$ cat src/rtl/jtag_tap_pkg.sv
// Shared TAP definitions: state encoding, fixed opcodes and the user-chain opcode range check.
// Used by jtag_tap_fsm and jtag_tap_mchain.
package jtag_tap_pkg;

   typedef enum logic [3:0] {
      TLR    = 4'h0,
      RTI    = 4'h1,
      SEL_DR = 4'h2,
      CAP_DR = 4'h3,
      SH_DR  = 4'h4,
      EX1_DR = 4'h5,
      PAU_DR = 4'h6,
      EX2_DR = 4'h7,
      UPD_DR = 4'h8,
      SEL_IR = 4'h9,
      CAP_IR = 4'hA,
      SH_IR  = 4'hB,
      EX1_IR = 4'hC,
      PAU_IR = 4'hD,
      EX2_IR = 4'hE,
      UPD_IR = 4'hF
   } tap_states;

   typedef enum logic [2:0] {
      FOP_EXTEST,
      FOP_SAMPLE_PRELOAD,
      FOP_IDCODE,
      FOP_USERCODE,
      FOP_BYPASS
   } fixed_op_e;

   function automatic logic [7:0] fixed_opcode(input fixed_op_e op, input int ir_bits);
      logic [7:0] code;
      case (op)
         FOP_EXTEST:         code = 8'd0;
         FOP_SAMPLE_PRELOAD: code = 8'd1;
         FOP_IDCODE:         code = 8'd2;
         FOP_USERCODE:       code = 8'd6;
         default:            code = 8'((1 << ir_bits) - 1);
      endcase
      return code;
   endfunction

   // Every chain opcode must fit the IR and must not alias a fixed opcode.
   function automatic bit user_range_ok(input int ir_bits, input int chains, input int base);
      bit ok;
      int op;
      ok = 1'b1;
      for (int i = 0; i < chains; i++) begin
         op = base + i;
         if (op >= (1 << ir_bits) || op == 0 || op == 1 || op == 2 || op == 6 ||
             op == (1 << ir_bits) - 1)
            ok = 1'b0;
      end
      return ok;
   endfunction

endpackage

$ cat src/rtl/jtag_tap_fsm.sv
// IEEE 1149.1 16-state TAP controller; the state register is exported as-is for debug visibility.
module jtag_tap_fsm
   import jtag_tap_pkg::*;
(
   input  logic       tck,
   input  logic       tap_resetn,
   input  logic       tms,
   output logic [3:0] state
);

   tap_states cur_state, nxt_state;

   always_ff @(posedge tck or negedge tap_resetn) begin
      if (!tap_resetn) cur_state <= TLR;
      else             cur_state <= nxt_state;
   end

   always_comb begin
      nxt_state = TLR;
      case (cur_state)
         TLR:    nxt_state = tms ? TLR    : RTI;
         RTI:    nxt_state = tms ? SEL_DR : RTI;
         SEL_DR: nxt_state = tms ? SEL_IR : CAP_DR;
         CAP_DR: nxt_state = tms ? EX1_DR : SH_DR;
         SH_DR:  nxt_state = tms ? EX1_DR : SH_DR;
         EX1_DR: nxt_state = tms ? UPD_DR : PAU_DR;
         PAU_DR: nxt_state = tms ? EX2_DR : PAU_DR;
         EX2_DR: nxt_state = tms ? UPD_DR : SH_DR;
         UPD_DR: nxt_state = tms ? SEL_DR : RTI;
         SEL_IR: nxt_state = tms ? TLR    : CAP_IR;
         CAP_IR: nxt_state = tms ? EX1_IR : SH_IR;
         SH_IR:  nxt_state = tms ? EX1_IR : SH_IR;
         EX1_IR: nxt_state = tms ? UPD_IR : PAU_IR;
         PAU_IR: nxt_state = tms ? EX2_IR : PAU_IR;
         EX2_IR: nxt_state = tms ? UPD_IR : SH_IR;
         UPD_IR: nxt_state = tms ? SEL_DR : RTI;
         default: nxt_state = TLR;
      endcase
   end

   assign state = cur_state;

endmodule

$ cat src/rtl/jtag_tap_mchain.sv
// Parametrised TAP with IR, BYPASS/IDCODE registers and up to eight user debug chains.
// Define JTAG_TAP_USERCODE_EN to include the USERCODE register (opcode 6); otherwise 6 decodes to BYPASS.
module jtag_tap_mchain
   import jtag_tap_pkg::*;
#(
   parameter int          IR_BITS       = 4,
   parameter int          CHAINS        = 2,
   parameter logic [31:0] JTAG_IDCODE   = 32'h000009DD,
   parameter logic [31:0] JTAG_USERCODE = 32'h0,
   parameter int          USER_BASE     = 8
)(
   input  logic                jtag_tck,
   input  logic                tap_resetn,
   input  logic                jtag_tms,
   input  logic                jtag_tdi,
   output logic                jtag_tdo,
   output logic                jtag_tdo_oe,
   input  logic [IR_BITS-3:0]  ir_status,
   output logic [3:0]          tap_state_o,
   output logic [CHAINS-1:0]   chain_sel,
   output logic                chain_capture,
   output logic                chain_shift,
   output logic                chain_update,
   output logic                chain_tdi,
   input  logic [CHAINS-1:0]   chain_tdo
);

   if (IR_BITS < 2 || IR_BITS > 8 || CHAINS < 1 || CHAINS > 8 || !JTAG_IDCODE[0] ||
       !user_range_ok(IR_BITS, CHAINS, USER_BASE)) begin : g_bad_params
      $error("jtag_tap_mchain: illegal IR_BITS/CHAINS/JTAG_IDCODE/USER_BASE combination");
   end

   localparam logic [IR_BITS-1:0] OP_IDCODE = IR_BITS'(fixed_opcode(FOP_IDCODE, IR_BITS));

   logic [3:0]         state_bits;
   tap_states          state;
   logic [IR_BITS-1:0] ir_shift;
   logic [IR_BITS-1:0] instr;
   logic               bypass_reg;
   logic [31:0]        idcode_sr;
   logic               sel_idcode;
   logic               shifting;
   logic               tdo_next;

   jtag_tap_fsm u_fsm (
      .tck        (jtag_tck),
      .tap_resetn (tap_resetn),
      .tms        (jtag_tms),
      .state      (state_bits)
   );

   assign state       = tap_states'(state_bits);
   assign tap_state_o = state_bits;
   assign shifting    = (state == SH_IR) || (state == SH_DR);
   assign sel_idcode  = (instr == OP_IDCODE);
   assign chain_tdi   = jtag_tdi;

   always_ff @(posedge jtag_tck or negedge tap_resetn) begin
      if (!tap_resetn)            ir_shift <= '0;
      else if (state == CAP_IR)   ir_shift <= {ir_status, 2'b01};
      else if (state == SH_IR)    ir_shift <= {jtag_tdi, ir_shift[IR_BITS-1:1]};
   end

   // Updated on the falling edge so chain_sel settles half a cycle before the next capture.
   always_ff @(negedge jtag_tck or negedge tap_resetn) begin
      if (!tap_resetn)            instr <= OP_IDCODE;
      else if (state == TLR)      instr <= OP_IDCODE;
      else if (state == UPD_IR)   instr <= ir_shift;
   end

   always_comb begin
      chain_sel = '0;
      for (int i = 0; i < CHAINS; i++)
         chain_sel[i] = (instr == IR_BITS'(USER_BASE + i));
   end

   assign chain_capture = (state == CAP_DR) && (|chain_sel);
   assign chain_shift   = (state == SH_DR)  && (|chain_sel);
   assign chain_update  = (state == UPD_DR) && (|chain_sel);

   always_ff @(posedge jtag_tck or negedge tap_resetn) begin
      if (!tap_resetn)            bypass_reg <= 1'b0;
      else if (state == CAP_DR)   bypass_reg <= 1'b0;
      else if (state == SH_DR)    bypass_reg <= jtag_tdi;
   end

   always_ff @(posedge jtag_tck or negedge tap_resetn) begin
      if (!tap_resetn)                          idcode_sr <= JTAG_IDCODE;
      else if (state == TLR || state == CAP_DR) idcode_sr <= JTAG_IDCODE;
      else if (state == SH_DR && sel_idcode)    idcode_sr <= {jtag_tdi, idcode_sr[31:1]};
   end

`ifdef JTAG_TAP_USERCODE_EN
   localparam logic [IR_BITS-1:0] OP_USERCODE = IR_BITS'(fixed_opcode(FOP_USERCODE, IR_BITS));

   logic [31:0] usercode_sr;
   logic        sel_user;

   assign sel_user = (instr == OP_USERCODE);

   always_ff @(posedge jtag_tck or negedge tap_resetn) begin
      if (!tap_resetn)                          usercode_sr <= JTAG_USERCODE;
      else if (state == TLR || state == CAP_DR) usercode_sr <= JTAG_USERCODE;
      else if (state == SH_DR && sel_user)      usercode_sr <= {jtag_tdi, usercode_sr[31:1]};
   end
`else
   logic unused_usercode;
   assign unused_usercode = ^JTAG_USERCODE;
`endif

   // Data registers are mutually exclusive; anything unrecognised falls through to BYPASS.
   always_comb begin
      tdo_next = bypass_reg;
      if (sel_idcode) tdo_next = idcode_sr[0];
`ifdef JTAG_TAP_USERCODE_EN
      if (sel_user)   tdo_next = usercode_sr[0];
`endif
      for (int i = 0; i < CHAINS; i++)
         if (chain_sel[i]) tdo_next = chain_tdo[i];
      if (state == SH_IR) tdo_next = ir_shift[0];
   end

   always_ff @(negedge jtag_tck or negedge tap_resetn) begin
      if (!tap_resetn) begin
         jtag_tdo    <= 1'b0;
         jtag_tdo_oe <= 1'b0;
      end else begin
         jtag_tdo_oe <= shifting;
         if (shifting) jtag_tdo <= tdo_next;
      end
   end

endmodule

$ cat config.mk
export PLATFORM = sky130hd
export DESIGN_NAME = jtag_tap_mchain
export DESIGN_NICKNAME = d
export VERILOG_FILES = /design/src/rtl/jtag_tap_pkg.sv /design/src/rtl/jtag_tap_fsm.sv /design/src/rtl/jtag_tap_mchain.sv
export SDC_FILE = /design/constraint.sdc
export NUM_CORES = 1
export LEC_CHECK = 0
export ABC_AREA = 1
export CAP_MARGIN = 20
export CORE_MARGIN = 2
export CORE_UTILIZATION = 45
export CTS_CLUSTER_SIZE = 8
export DETAILED_ROUTE_END_ITERATION = 10
export GPL_TIMING_DRIVEN = 0
export PLACE_DENSITY_LB_ADDON = 0.12
export SLEW_MARGIN = 25
export SYNTH_ARGS = -nofsm -noshare
export SYNTH_HDL_FRONTEND = slang
export SYNTH_SLANG_ARGS = --single-unit
$ cat constraint.sdc
create_clock -name jtag_tck -period 4.1 [get_ports jtag_tck]
set_input_delay 1.025 -clock jtag_tck [delete_from_list [all_inputs] [get_ports jtag_tck]]
set_output_delay 1.025 -clock jtag_tck [all_outputs]
set_load 0.03 [all_outputs]
==> impl_metrics.py <==
metrics = {
    "worst_setup_path": {
        "ff2ff_path_depth": 8,
        "arrival_ns": 3.35,
        "critPathMaxFanout": 4,
        "endpoint_kind": "primary output",
        "worstPathRequired_ns": 3.07,
        "start_kind": "flop",
        "r2r_end": "idcode_sr[20]$_DFFE_PN0P_",
        "critPathKind": "reg -> out",
        "cp-startpoint": "instr[1]$_DFFE_NN1P_",
        "reg2reg_slack_ns": 0.42,
        "endpoint": "chain_capture",
        "timing.rr.start": "instr[1]$_DFFE_NN1P_",
    },
    "detailed_routing": {
        "wire_per_inst_um": 12.9,
        "num_vias": 1757,
        "first_pass_iters": 4,
        "detail_route.vias_per_cell": 5.05,
        "drcViolationCount": 0,
        "ant_nets": 0,
        "totalWireLength_um": 4500,
        "drtIter0Drc": 156,
    },
    "clock_tree": {
        "cts_tree": "yes",
        "clkTransAtPathRegs_ns": 0.08,
        "cts_sinks": 47,
        "numCtsBuffers": 5,
        "holdBufCountCts": 0,
        "cts_max_level": 2,
        "clockBufferDepth": 2,
        "cts-root-buf": "clkbuf_8",
        "clock_latency_ns": 0.35,
    },
    "yosys": {
        "ys_warn_count": 0,
        "synth_top_cell_by_area": "dfrtp_1",
        "avgSynthCellArea_um2": 8.28,
        "synthArstFlopShare_pct": 100,
        "synth_top_flop_cell": "dfrtp_1",
        "yosys.area.top_type_share_pct": 38.1,
        "seq_area_frac_synth_pct": 54.8,
        "syn_area_um2": 2170,
        "synth_area_leaders": "dfrtp_1 38%, nand2_1 15%, dfstp_2 11%",
        "synth_cell_types": 24,
        "syn_nets": 270,
        "synth_edf_count": 0,
        "synth_cells": 262,
        "synth.ff_latch_count": 47,
    },
    "global_route": {
        "grt_max_degree": 48,
        "grt_overflow": 0,
        "antenna_found_initial": 0,
        "grt.busiest_layer": "met2",
        "grt_pass1_vias": 1760,
        "grt_util_met2_pct": 31.8,
        "track_usage_pct": 19.0,
        "grt_pass1_wl_um": 7870,
        "gr-usage-met1_pct": 24.3,
        "met3_usage_pct": 4.53,
    },
    "die": {
        "core-area_um2": 4690,
        "num_io_pins": 20,
        "start_util_pct": 46.2,
        "placementRows": 25,
        "die_area_um2": 5390,
        "die_h_um": 73.4,
        "die_w_um": 73.4,
    },
    "pwr": {
        "peakVddDrop_mv": 0.261,
        "p_leak_nw": 1.34,
        "power-per-cell-area_nw_per_um2": 659,
    },
    "cells_and_area": {
        "final_common_cell": "nand2_1",
        "final_cell_mix": "84 x nand2_1, 33 x dfrtp_1, 29 x inv_1, 29 x nor2_1, 13 x o21ai_0",
        "area_delta_synth_final_pct": 21.2,
        "diodes": 0,
        "drive_gt1_share_pct": 19.4,
        "fillers": 417,
        "ff_latch_area_um2": 1190,
        "multi_input_area_um2": 842,
        "final_nets": 301,
        "largest-register": "idcode_sr",
        "largest_reg_flops": 32,
    },
    "placed_design": {
        "port_buffers": 19,
        "gp_congestion": 0.931,
        "place_hpwl_um": 3190,
        "pre_cts_ws_ns": -0.749,
    },
    "timing": {
        "worst_pin_slew_ns": 0.593,
        "drv_slew": 0,
        "rsz0062_at_grt": "yes",
        "finalHoldViolCount": 0,
        "finalWorstSetupSlack_ns": -0.270,
        "whs_ns": 0.480,
        "finalClockSkew_ns": 0.0559,
        "maxSlewHeadroom_pct": 60.5,
        "finalSetupViolations": 5,
    },
    "run": {
        "max_cap_violations": 0,
    },
    "run_status": {
        "status": "finished, violations left",
        "violations": "setup timing",
    },
    "min_path": {
        "hold_class": "reg -> reg",
    },
}
[report_power, final]
part / internal (mW) / switching (mW) / total (mW)
sequential: 0.583 / 0.0677 / 0.650
clock: 0.245 / 0.157 / 0.402
combinational: 0.236 / 0.444 / 0.680
total: 1.06 / 0.668 / 1.73
[worst min-delay path by stage]
stage                                          from                   endpoint  slack (ns)  cells past startpoint
after floorplan           idcode_sr[14]$_DFFE_PN0P_  idcode_sr[14]$_DFFE_PN0P_        0.44                      2
after global placement    idcode_sr[19]$_DFFE_PN0P_  idcode_sr[19]$_DFFE_PN0P_        0.46                      2
after detailed placement  idcode_sr[18]$_DFFE_PN0P_  idcode_sr[18]$_DFFE_PN0P_        0.46                      2
after CTS                 idcode_sr[18]$_DFFE_PN0P_  idcode_sr[18]$_DFFE_PN0P_        0.48                      2
after global routing      idcode_sr[16]$_DFFE_PN0P_  idcode_sr[16]$_DFFE_PN0P_        0.50                      2
final                     idcode_sr[16]$_DFFE_PN0P_  idcode_sr[16]$_DFFE_PN0P_        0.48                      2
[synthesized netlist by cell type, types with 3 or more instances]
library cell,n
nand2_2,4
nor2_2,3
nand2_1,84
a21oi_2,3
nand3_1,12
buf_4,3
a21oi_1,5
dfrtn_1,5
nor2_1,33
o21ai_1,8
dfstp_2,9
o22ai_1,3
o21ai_0,13
inv_1,31
dfrtp_1,33
[logic make-up after synthesis]
family                 share of synthesized area, %
AO/OA/AOI/OAI                                  9.18
buffers and inverters                          7.62
flip-flops                                     54.8
AND/OR/NAND/NOR                                28.4
[layout make-up]
class	instances	area share [%]
Multi-Input combinational cell	178	32.0
Tap cell	54	2.57
Sequential cell	47	45.2
Clock inverter	3	2.43
Buffer	5	1.71
Clock buffer	6	2.76
Inverter	31	4.43
Timing Repair Buffer	24	8.90
[what timing repair did]
action                                  4_1_cts  5_1_grt
pin swaps                                     4        4
endpoints found under the setup margin        7        5
buffers inserted                              3        2
gates resized for setup                      45        1
[metal layers]
metal / vias up / wire [µm]
met5: - / 0
met4: 0 / 60
met3: 6 / 169
met2: 34 / 2220
met1: 839 / 2050
li1: 878 / -
[worst max-delay path, stage by stage (launching register included)]
cell and delay (ns):
dfstp_2 0.38, nor3_4 0.21, inv_2 0.10, nor2_2 0.11, buf_6 0.14
[per-stage QoR]
| stage | TNS [ns] | cell area, µm² | utilization, % | total power, mW | std cells |
|---|---|---|---|---|---|
| detailed placement | -3.29 | 2430 | 51.9 | 1.35 | 335 |
| global route | -1.69 | 2630 | 56.0 | 1.87 | 348 |
| floorplan | -0.266 | 2180 | - | 1.15 | 262 |
| finish | -1.25 | 2630 | 56.0 | 1.73 | 348 |
| global placement | -10.40 | 2440 | 51.9 | 1.35 | 335 |
| CTS | -1.48 | 2610 | 55.6 | 1.76 | 346 |
(Power assumes the default switching activity.)
